===== config.mk =====
export PLATFORM = sky130hd
export DESIGN_NAME = fir_decim_fifo
export DESIGN_NICKNAME = d
export VERILOG_FILES = /design/src/rtl/fir_pkg.sv /design/src/rtl/sample_fifo.sv /design/src/rtl/fir_decim_fifo.sv
export SDC_FILE = /design/constraint.sdc
export NUM_CORES = 1
export LEC_CHECK = 0
export CORE_UTILIZATION = 60
export CTS_CLUSTER_SIZE = 14
export DETAILED_ROUTE_END_ITERATION = 8
export PLACE_DENSITY = 0.81
export SKIP_LAST_GASP = 1
export SYNTH_ARGS = -nofsm -noshare
export SYNTH_HDL_FRONTEND = slang
export SYNTH_SLANG_ARGS = --single-unit

===== constraint.sdc =====
create_clock -name clk -period 5.4 [get_ports clk]
set_clock_uncertainty 0.2 [all_clocks]
set_input_delay 1.08 -clock clk [delete_from_list [all_inputs] [get_ports clk]]
set_output_delay 1.08 -clock clk [all_outputs]
set_load 0.1 [all_outputs]

===== src/rtl/fir_pkg.sv =====
// Shared definitions for the FIR output chain: sample format, FIR geometry,
// and the decimator/FIFO sequencing states.
package fir_pkg;

  localparam int SAMPLE_W = 16;
  typedef logic signed [SAMPLE_W-1:0] sample_t;

  localparam int FIR_TAPS = 9;
  localparam int FIR_LAT = 6;
  // Samples until the FIR delay line holds only post-reset data.
  localparam int WARMUP_DEFAULT = FIR_LAT + FIR_TAPS - 1;

  typedef enum logic {
    ST_WARM = 1'b0,
    ST_RUN  = 1'b1
  } dec_state_t;

endpackage


===== src/rtl/sample_fifo.sv =====
// Synchronous show-ahead FIFO; the head entry is presented combinationally,
// and a write while full is accepted only if a read frees a slot at the same edge.
module sample_fifo #(
  parameter int WIDTH = 16,
  parameter int DEPTH = 8
) (
  input  logic                     clk,
  input  logic                     rst,
  input  logic                     wr_en,
  input  logic [WIDTH-1:0]         wr_data,
  input  logic                     rd_en,
  output logic [WIDTH-1:0]         rd_data,
  output logic [$clog2(DEPTH):0]   level,
  output logic                     full,
  output logic                     empty
);

  localparam int PW = $clog2(DEPTH);

  logic [WIDTH-1:0] mem [DEPTH];
  logic [PW-1:0]    wr_ptr;
  logic [PW-1:0]    rd_ptr;
  logic [PW:0]      count;
  logic             do_wr;
  logic             do_rd;

  assign empty = (count == '0);
  assign full  = (count == (PW+1)'(DEPTH));
  assign do_rd = rd_en & ~empty;
  assign do_wr = wr_en & (~full | do_rd);
  assign level = count;
  assign rd_data = empty ? '0 : mem[rd_ptr];

  always_ff @(posedge clk) begin
    if (rst) begin
      wr_ptr <= '0;
      rd_ptr <= '0;
      count  <= '0;
    end else begin
      if (do_wr) wr_ptr <= wr_ptr + 1'b1;
      if (do_rd) rd_ptr <= rd_ptr + 1'b1;
      case ({do_wr, do_rd})
        2'b10:   count <= count + 1'b1;
        2'b01:   count <= count - 1'b1;
        default: count <= count;
      endcase
    end
  end

  // Storage is deliberately left out of reset; the pointers define validity.
  always_ff @(posedge clk) begin
    if (do_wr) mem[wr_ptr] <= wr_data;
  end

endmodule


===== src/rtl/fir_decim_fifo.sv =====
// FIR back-end: drops the start-up transient, decimates by DECIM and buffers
// kept samples for a valid/ready consumer with sticky overflow reporting.
module fir_decim_fifo import fir_pkg::*; #(
  parameter int DATA_W = SAMPLE_W,
  parameter int DECIM  = 4,
  parameter int WARMUP = WARMUP_DEFAULT,
  parameter int DEPTH  = 8
) (
  input  logic                        clk,
  input  logic                        rst,
  input  logic signed [DATA_W-1:0]    in_sample,
  input  logic                        in_valid,
  output logic signed [DATA_W-1:0]    out_data,
  output logic                        out_valid,
  input  logic                        out_ready,
  output logic [$clog2(DEPTH):0]      level,
  output logic                        overflow,
  input  logic                        clr_ovf
);

  localparam int WARM_W = (WARMUP > 0) ? $clog2(WARMUP + 1) : 1;
  localparam int PH_W   = (DECIM > 1) ? $clog2(DECIM) : 1;
  localparam logic [WARM_W-1:0] WARM_LAST = WARM_W'((WARMUP > 0) ? WARMUP - 1 : 0);
  localparam logic [PH_W-1:0]   PH_LAST   = PH_W'(DECIM - 1);
  localparam dec_state_t        RST_STATE = (WARMUP > 0) ? ST_WARM : ST_RUN;

  dec_state_t        state, state_nxt;
  logic [WARM_W-1:0] warm_cnt, warm_nxt;
  logic [PH_W-1:0]   phase, phase_nxt;
  logic              keep;
  logic              pop;
  logic              drop;
  logic              fifo_full;
  logic              fifo_empty;

  always_ff @(posedge clk) begin
    if (rst) begin
      state    <= RST_STATE;
      warm_cnt <= '0;
      phase    <= '0;
      overflow <= 1'b0;
    end else begin
      state    <= state_nxt;
      warm_cnt <= warm_nxt;
      phase    <= phase_nxt;
      overflow <= drop | (overflow & ~clr_ovf);
    end
  end

  always_comb begin
    state_nxt = state;
    warm_nxt  = warm_cnt;
    phase_nxt = phase;
    keep      = 1'b0;
    if (in_valid) begin
      case (state)
        ST_WARM: begin
          warm_nxt = warm_cnt + 1'b1;
          if (warm_cnt == WARM_LAST) begin
            state_nxt = ST_RUN;
            phase_nxt = '0;
          end
        end
        default: begin
          keep      = (phase == '0);
          phase_nxt = (phase == PH_LAST) ? '0 : phase + 1'b1;
        end
      endcase
    end
  end

  // A kept sample is lost only when the FIFO stays full through this edge.
  assign pop       = out_valid & out_ready;
  assign drop      = keep & fifo_full & ~pop;
  assign out_valid = ~fifo_empty;

  sample_fifo #(
    .WIDTH(DATA_W),
    .DEPTH(DEPTH)
  ) u_fifo (
    .clk     (clk),
    .rst     (rst),
    .wr_en   (keep),
    .wr_data (in_sample),
    .rd_en   (out_ready),
    .rd_data (out_data),
    .level   (level),
    .full    (fifo_full),
    .empty   (fifo_empty)
  );

endmodule


==> results of run 1 <==
[power breakdown]
part | switching, uW | internal [uW]
combinational | 18.1 | 15.5
clock | 460 | 706
sequential | 1.79 | 1250
[cell type report]
class,instances,share of cell area
flip-flops and latches,149,0.5987
multi-input cells,148,0.2229
repair buffers,53,0.06849
clock buffers,17,0.05813
clock inverters,15,0.02511
well taps,129,0.02266
inverters,7,0.004039
[cells in the final DEF (no fill, tap or decap), types with 2 or more instances in the layout]
cell type	n
nand2_1	3
mux2i_1	19
nand2b_1	3
o21ai_1	4
mux4_2	32
nor2_1	36
inv_1	6
clkbuf_16	16
a32oi_1	2
buf_4	17
nand3_1	2
clkinvlp_4	3
nor2b_1	4
clkinv_4	3
clkdlybuf4s50_1	36
nor3_4	3
inv_6	3
or3_1	2
dfxtp_1	20
clkinv_2	2
a21oi_1	4
edfxtp_1	128
bufinv_16	3
xor2_1	7
ha_1	9
[tightest hold or removal path, delay by kind of cell, from the launching register on]
kind / cells / cell delay (ps)
AO/OA/AOI/OAI: 1 / 60
flip-flops: 1 / 350
AND/OR/NAND/NOR: 1 / 70
[logic make-up (layout without fill, tap and decap cells)]
group | count (synthesis) | after routing | share of synthesized area
muxes | 52 | 52 | 0.1556
buffers and inverters | 21 | 92 | 0.01985
and+or+nand+nor | 63 | 63 | 0.05343
adders and majority gates | 9 | 9 | 0.01901
DFF | 149 | 149 | 0.7197
AOI/OAI and AO/OA | 15 | 15 | 0.01774
xor gates and xnor gates | 9 | 9 | 0.01457
[layer usage]
metal,global-route usage,routed length [um],up-vias
li1,-,-,1369
met1,0.2937,4494,1533
met2,0.4066,5860,104
met3,0.07246,578,16
met4,0.09476,141,0
met5,0,0,-
[registers in the layout (all words and copies together), names as in the netlist, named ones only]
signal and count:
overflow 1, phase 2, state 1, u_fifo.level 4, u_fifo.mem 128, u_fifo.rd_ptr 3
u_fifo.wr_ptr 3, warm_cnt 4
[per-stage QoR]
step / hold WS (ps) / power (uW) / util / cell area (sq um)
2_1_floorplan: 271.1 / 1283 / - / 5924
3_3_place_gp: 287.0 / 1307 / 0.6937 / 6531
3_5_place_dp: 303.8 / 1309 / 0.6937 / 6531
4_1_cts: 330.5 / 2461 / 0.7567 / 7124
5_1_grt: 367.4 / 2508 / 0.7567 / 7124
6_report: 322.3 / 2451 / 0.7567 / 7124
[worst max path at each step]
stage                              end                          from  cells after the start  slack, ps
final                      out_data[8]                          flop                      4        750
after global routing       out_data[8]                          flop                      4        580
after CTS                  out_data[8]                          flop                      4        660
after detailed placement  out_data[14]                          flop                      4       1280
after global placement    out_data[10]                          flop                      4       1340
after floorplan            out_data[0]  u_fifo.level[1]$_SDFFE_PP0P_                      4       1210
==> flow_metrics.py, run 1 <==
metrics = {
    "worst_setup_path": {
        "crit_fanout": 26,
        "arrival_ps": 3370,
        "startpoint_type": "flop",
        "timing.rr.end": "u_fifo.level[3]$_SDFFE_PP0P_",
        "rr_startpoint": "u_fifo.level[0]$_SDFFE_PP0P_",
        "crit_family": "buffers and inverters",
        "critPathCaptureType": "output port",
        "crit_required_ps": 4120,
        "path_class": "reg -> out",
        "cp.buffers_inverters": 1,
        "cp_slowest_stage_delay_ps": 990,
        "worstRegToRegCells": 9,
        "crit_chain": "mux4_2, mux2i_1, nor2_1, clkdlybuf4s50_1",
        "critPathSlowestCell": "clkdlybuf4s50_1",
        "rrSetupSlack_ps": 2360,
    },
    "logic_synthesis": {
        "synth_edf_count": 128,
        "synth.most_common_cell": "edfxtp_1",
        "yosys-top-cells-area": "edfxtp_1, mux4_2, dfxtp_1",
        "async_reset_ff_frac": 0,
        "yosysUniqueCellTypes": 40,
        "netlist_top_cells_count": "edfxtp_1, nor2_1, mux4_2",
        "ys_seq_area_frac": 0.7197,
        "synth_top_area_frac": 0.6488,
        "synth_fp_nets": 348,
        "synth_warnings": 0,
        "avgSynthCellArea_sq_um": 18.63,
        "syn_area_sq_um": 5924,
        "synth_seq_cells": 149,
        "syn_inst": 318,
        "synth_ff_type": "edfxtp_1",
        "yosysTopAreaCell": "edfxtp_1",
    },
    "floorplanning": {
        "rows": 35,
        "start_util": 0.6292,
        "core-area_sq_um": 9415,
        "die_h_um": 101.4,
        "fp.dieArea_sq_um": 10280,
        "ios": 43,
        "die_w_um": 101.4,
    },
    "grt": {
        "overflow": 0,
        "grt_util_all_layers": 0.2406,
        "grt_pass1_wl_um": 17110,
        "antenna_found_initial": 0,
        "grt_pass1_vias": 3138,
        "grt_max_degree": 27,
    },
    "clocking": {
        "numCtsBuffers": 17,
        "post_cts_buffers": 0,
        "cts.path.max_buffers": 2,
        "clkTransAtPathRegs_ps": 60,
        "cts_resized": 0,
        "cts_sinks": 149,
        "clock_latency_ps": 520,
        "cts_tree": "built",
        "cts_htree_levels": 4,
        "cts_hold_buf": 0,
        "ctsRootBufferMaster": "clkbuf_8",
    },
    "timing": {
        "fin_crit_sh": 0.8612,
        "timing.final.hold_violations": 0,
        "min_period_ps": 4651,
        "fin_ws_ps": 749.5,
        "rsz0062_at_grt": "no",
        "setup_viol": 0,
        "tns_ps": 0,
        "drv_slew": 0,
        "tightest_slew_ps": 1036,
        "slew_headroom": 0.3070,
        "fmax_mhz": 215.0,
    },
    "cells_and_area": {
        "area_growth_pct": 20.25,
        "drive_above_1_share": 0.2365,
        "n_fill_cell": 532,
        "multi_input_area_sq_um": 1588,
        "diodes": 0,
        "nNetsFinal": 406,
        "regArea_sq_um": 4265,
        "instances_no_fill": 518,
    },
    "routing": {
        "drc": 0,
        "drtIter0Drc": 197,
        "final_antenna_net_count": 0,
        "post_drt_via_cell_ratio": 5.834,
        "post_drt_wl_per_cell_um": 21.38,
        "routed_wl_um": 11070,
        "num_vias": 3022,
        "first_pass_iters": 4,
    },
    "placed_design": {
        "io_buffers": 42,
        "dp_hpwl_um": 6131,
        "dpl.cell_count": 486,
        "post-place-ws_ps": 1283,
        "gp_congestion": 0.7693,
    },
    "hold_path": {
        "hold_path_class": "reg -> reg",
        "min_path_cells": 2,
        "whs_endpoint": "phase[1]$_SDFFE_PP0P_",
        "min_from": "phase[1]$_SDFFE_PP0P_",
    },
    "job": {
        "maxCapViolCount": 0,
    },
    "pwr": {
        "peakVddDrop_uv": 268.1,
        "p_leak_uw": 0.002291,
        "power_density_nw_per_um2": 344.1,
    },
    "status": {
        "status": "completed",
    },
}
Note: power is estimated with default switching activity, not from simulation.
==> run 2: changes to the inputs <==
- SYNTH_HIERARCHICAL: default -> 1
==> run 2 against run 1 <==
  * Critical path depth is 1 higher
  * Die area is 0.93% higher
  * Flip-flop and latch count unchanged
  * Critical path type unchanged
  * Largest power group unchanged
  * Highest routed layer unchanged
==> flow_metrics.py, run 2 <==
metrics = {
    "clocking": {
        "cts_hold_buf": 0,
        "post_cts_buffers": 0,
        "cts_resized": 0,
        "ctsRootBufferMaster": "clkbuf_8",
        "numCtsBuffers": 17,
        "cts_htree_levels": 4,
        "clkTransAtPathRegs_ps": 60,
        "clock_latency_ps": 520,
        "cts.path.max_buffers": 2,
        "cts_tree": "built",
        "cts_sinks": 149,
    },
    "cells_and_area": {
        "largest-register": "u_fifo/mem",
        "area_growth_pct": 21.38,
        "diodes": 0,
        "drive_above_1_share": 0.2319,
        "n_fill_cell": 574,
        "final_common_cell": "edfxtp_1",
        "nNetsFinal": 418,
        "largest_reg_flops": 128,
        "final_cell_mix": "edfxtp_1, clkdlybuf4s50_1, nor2_1, mux4_2, dfxtp_1",
    },
    "logic_synthesis": {
        "yosys-top-cells-area": "edfxtp_1, mux4_2, dfxtp_1",
        "netlist_top_cells_count": "edfxtp_1, nor2_1, mux4_2",
        "yosysTopAreaCell": "edfxtp_1",
        "synth_ff_type": "edfxtp_1",
        "async_reset_ff_frac": 0,
        "avgSynthCellArea_sq_um": 18.18,
        "synth_top_area_frac": 0.6427,
        "synth_fp_nets": 359,
        "synth_seq_cells": 149,
        "synth_edf_count": 128,
        "synth_warnings": 6,
        "syn_area_sq_um": 5981,
        "yosysUniqueCellTypes": 43,
        "ys_seq_area_frac": 0.7130,
        "syn_inst": 329,
        "synth.most_common_cell": "edfxtp_1",
    },
    "timing": {
        "fmax_mhz": 215.1,
        "min_period_ps": 4650,
        "timing.final.hold_violations": 0,
        "setup_viol": 0,
        "whs_ps": 287.3,
        "drv_slew": 0,
        "tns_ps": 0,
        "fin_crit_sh": 0.8611,
        "slew_headroom": 0.3485,
        "rsz0062_at_grt": "no",
        "tightest_slew_ps": 974.2,
    },
    "worst_setup_path": {
        "critPathCaptureType": "output port",
        "cp.buffers_inverters": 2,
        "arrival_ps": 3370,
        "crit_required_ps": 4120,
        "crit_family": "buffers and inverters",
        "critPathSlowestCell": "clkdlybuf4s50_1",
        "crit_fanout": 21,
        "startpoint_type": "flop",
        "path_class": "reg -> out",
        "crit_chain": "buf_4, mux4_2, mux2i_1, nor2_1, clkdlybuf4s50_1",
        "cp_slowest_stage_delay_ps": 970,
    },
    "routing": {
        "routed_wl_um": 11530,
        "final_antenna_net_count": 0,
        "drc": 0,
        "post_drt_wl_per_cell_um": 21.59,
        "first_pass_iters": 4,
        "num_vias": 3152,
        "drtIter0Drc": 217,
        "post_drt_via_cell_ratio": 5.903,
    },
    "floorplanning": {
        "die_h_um": 101.8,
        "ios": 43,
        "rows": 36,
        "start_util": 0.6147,
        "die_w_um": 101.8,
        "core-area_sq_um": 9729,
        "fp.dieArea_sq_um": 10370,
    },
    "placed_design": {
        "io_buffers": 42,
        "gp_congestion": 0.6851,
        "dp_hpwl_um": 6408,
    },
    "grt": {
        "overflow": 0,
        "grt_pass1_wl_um": 17730,
        "antenna_found_initial": 0,
        "grt_max_degree": 33,
        "grt_pass1_vias": 3246,
        "grt_util_all_layers": 0.2484,
    },
    "pwr": {
        "peakVddDrop_uv": 286.2,
        "p_leak_uw": 0.002358,
        "power_density_nw_per_um2": 487.7,
    },
    "status": {
        "status": "completed",
    },
    "hold_path": {
        "hold_path_class": "reg -> reg",
    },
    "job": {
        "maxCapViolCount": 0,
    },
}
run 2: layout make-up:
cell class / count / area [sq um] / share of cell area
tap: 133 / 166.4 / 0.02292
clock buffer: 19 / 431.7 / 0.05946
timing repair buffer: 55 / 513.0 / 0.07067
inverter: 9 / 33.78 / 0.004654
sequential: 149 / 4265 / 0.5876
multi-input combinational: 156 / 1645 / 0.2266
clock inverter: 13 / 203.9 / 0.02809
run 2: cells by family (layout without fill, tap and decap cells):
family,count (synthesis),in the layout,synth area share
muxes,52,52,0.1542
xor gates and xnor gates,9,9,0.01318
adders and majority gates,9,9,0.02008
and+or+nand+nor,69,69,0.05837
AOI/OAI and AO/OA,17,17,0.02343
buffers and inverters,24,96,0.01778
DFF,149,149,0.7130
run 2: path summary, 6_finish.rpt:
path | startpoint | end | slack [ps] | cells after the start
worst max-delay path | flop | out_data[15] | 750 | 5
worst max register to register | u_fifo/level[1]$_SDFFE_PP0P_ | u_fifo/level[3]$_SDFFE_PP0P_ | 2710 | 9
worst min register to register | overflow$_SDFF_PP0_ | overflow$_SDFF_PP0_ | 290 | 2
worst min-delay path | overflow$_SDFF_PP0_ | overflow$_SDFF_PP0_ | 290 | 2
run 2: metal layers:
metal	routed length (um)	vias to the layer above	track usage	share of wire
met3	748	21	0.08618	0.065
met2	6050	104	0.4148	0.52
met4	230	0	0.09670	0.020
li1	-	1413	-	-
met5	0	-	0	0
met1	4497	1614	0.3006	0.39
run 2: where the power goes:
part           switching, uW  internal, uW  leakage, uW  total, uW
Combinational            683           291     0.000738        974
Sequential              49.8          1260      0.00132       1310
Clock                    445           808     0.000300       1250
run 2: stage by stage:
step	utilization	worst slack [ps]	power, uW	instance area [sq um]	std cells
6_report	0.7461	750.1	3541	7259	534
5_1_grt	0.7461	549.1	3650	7259	534
4_1_cts	0.7461	678.8	3559	7259	534
3_5_place_dp	0.6808	1248	2314	6624	502
3_3_place_gp	0.6808	1289	2303	6624	502
2_1_floorplan	-	1253	2090	5981	329
run 2: worst reg2reg max path, delay by kind of cell, from the launching register on:
family / cells / cell delay (ps)
DFF: 1 / 410
buffers and inverters: 1 / 60
and+or+nand+nor: 3 / 900
adders and majority gates: 1 / 320
AOI/OAI and AO/OA: 4 / 710
==> run 3: changes to the inputs <==
- CTS_BUF_LIST: default -> sky130_fd_sc_hd__clkbuf_8
- SKIP_CTS_REPAIR_TIMING: default -> 1
==> run 3 against run 2 <==
  * Non-clock buffer count is the same
  * Count of clock-buffer cells in the layout shrank 1
  * Largest cell class unchanged
  * First-iteration DRC count shrank 6.5%
  * Cell count is the same
  * Die area is the same
  * Utilization shrank 1.9 points
  * Setup slack gained 100 ps
  * Global-route usage shrank 1.0 points
  * Clock power shrank 24%
  * Register-to-register slack gained 20 ps
  * Total power shrank 8.6%
==> flow_metrics.py, run 3 (synthesized netlist as in run 2, its figures left out) <==
metrics = {
    "status": {
        "status": "completed",
    },
    "clocking": {
        "cts_sinks": 149,
        "cts.path.max_buffers": 2,
        "ctsRootBufferMaster": "clkbuf_8",
        "clkTransAtPathRegs_ps": 80,
        "cts_htree_levels": 4,
        "numCtsBuffers": 17,
        "cts_tree": "built",
        "clock_latency_ps": 430,
    },
    "routing": {
        "drtIter0Drc": 203,
        "num_vias": 3117,
        "post_drt_wl_per_cell_um": 20.66,
        "drc": 0,
        "post_drt_via_cell_ratio": 5.837,
        "final_antenna_net_count": 0,
        "wl_met2_um": 5687,
        "first_pass_iters": 4,
        "routed_wl_um": 11030,
        "wl_met1_um": 4393,
        "top_layer_used": "met4",
        "dr_wl_met3_um": 694,
    },
    "floorplanning": {
        "core-area_sq_um": 9729,
        "start_util": 0.6147,
        "die_h_um": 101.8,
        "ios": 43,
        "fp.dieArea_sq_um": 10370,
        "rows": 36,
        "die_w_um": 101.8,
    },
    "worst_setup_path": {
        "path_class": "reg -> out",
        "worstRegToRegCells": 9,
        "crit_fanout": 21,
        "startpoint_type": "flop",
        "crit_required_ps": 4120,
        "critPathCaptureType": "output port",
        "rr_startpoint": "u_fifo/level[1]$_SDFFE_PP0P_",
        "timing.rr.end": "u_fifo/level[3]$_SDFFE_PP0P_",
        "arrival_ps": 3270,
        "rrSetupSlack_ps": 2730,
    },
    "timing": {
        "timing.final.hold_violations": 0,
        "rsz0062_at_grt": "no",
        "tightest_slew_ps": 979.1,
        "fmax_mhz": 219.8,
        "slew_headroom": 0.3452,
        "tns_ps": 0,
        "fin_crit_sh": 0.8424,
        "setup_viol": 0,
        "drv_slew": 0,
        "min_period_ps": 4549,
    },
    "cells_and_area": {
        "multi_input_area_sq_um": 1645,
        "final_cell_mix": "edfxtp_1, clkdlybuf4s50_1, nor2_1, mux4_2, dfxtp_1",
        "final_common_cell": "edfxtp_1",
        "area_growth_pct": 18.37,
        "largest-register": "u_fifo/mem",
        "drive_above_1_share": 0.2319,
        "instances_no_fill": 534,
        "regArea_sq_um": 4265,
        "largest_reg_flops": 128,
        "nNetsFinal": 418,
        "diodes": 0,
        "n_fill_cell": 601,
    },
    "hold_path": {
        "min_path_cells": 2,
        "whs_endpoint": "overflow$_SDFF_PP0_",
        "min_from": "overflow$_SDFF_PP0_",
        "hold_path_class": "reg -> reg",
    },
    "grt": {
        "grt_pass1_wl_um": 17170,
        "grt_pass1_vias": 3211,
        "antenna_found_initial": 0,
        "grt_util_all_layers": 0.2383,
        "grt_max_degree": 33,
        "overflow": 0,
    },
    "placed_design": {
        "gp_congestion": 0.6851,
        "dpl.cell_count": 502,
        "io_buffers": 42,
        "dp_hpwl_um": 6408,
    },
    "job": {
        "maxCapViolCount": 0,
    },
    "pwr": {
        "p_leak_uw": 0.002280,
        "peakVddDrop_uv": 275.3,
        "power_density_nw_per_um2": 457.3,
    },
}
-- run 3: cell count changes in the layout (fill, tap and decap cells not counted) --
cell,before,now
clkbuf_8,2,18
clkbuf_1,1,0
clkbuf_16,16,0
inv_1,9,10
-- run 3: per-stage QoR --
step / cell area [sq um] / utilization / setup slack (ps) / hold WS, ps / total power (uW)
finish: 7079 / 0.7276 / 850.9 / 290.9 / 3238
global route: 7079 / 0.7276 / 668.4 / 317.8 / 3347
CTS: 7079 / 0.7276 / 758.6 / 298.3 / 3261
detailed placement: 6624 / 0.6808 / 1248 / 280.8 / 2314
global placement: 6624 / 0.6808 / 1289 / 267.6 / 2303
floorplan: 5981 / - / 1253 / 260.2 / 2090
-- run 3: area by class of cell --
cell class / instances / area share
Inverter: 9 / 0.004772
Clock buffer: 18 / 0.03499
Tap cell: 133 / 0.02351
Timing Repair Buffer: 55 / 0.07246
Clock inverter: 14 / 0.02934
Multi-Input combinational cell: 156 / 0.2324
Sequential cell: 149 / 0.6025
-- run 3: worst max path at each step --
stage                                 startpoint      endpoint  slack, ps  depth (start not counted)
floorplan           u_fifo/level[0]$_SDFFE_PP0P_  out_data[10]       1250                          4
global placement                            flop   out_data[3]       1290                          5
detailed placement                          flop  out_data[12]       1250                          5
CTS                                         flop  out_data[12]        760                          5
global route                                flop   out_data[2]        670                          5
finish                                      flop  out_data[12]        850                          5
-- run 3: routing by layer --
layer | vias to the layer above | global-route usage
met2 | 108 | 0.3976
met1 | 1579 | 0.2955
li1 | 1410 | -
met4 | 0 | 0.09890
met3 | 20 | 0.06977
met5 | - | 0
-- run 3: power by group --
part | internal [uW] | total, uW | leakage (uW) | switching, uW
logic | 291 | 971 | 0.000738 | 680
clock network | 559 | 955 | 0.000222 | 395
registers | 1260 | 1310 | 0.00132 | 50.2
-- run 3: worst max-delay path: stages (launching register included) --
cell,delay [ps]
dfxtp_2,820
buf_4,320
mux4_2,510
mux2i_1,160
nor2_1,60
clkdlybuf4s50_1,970
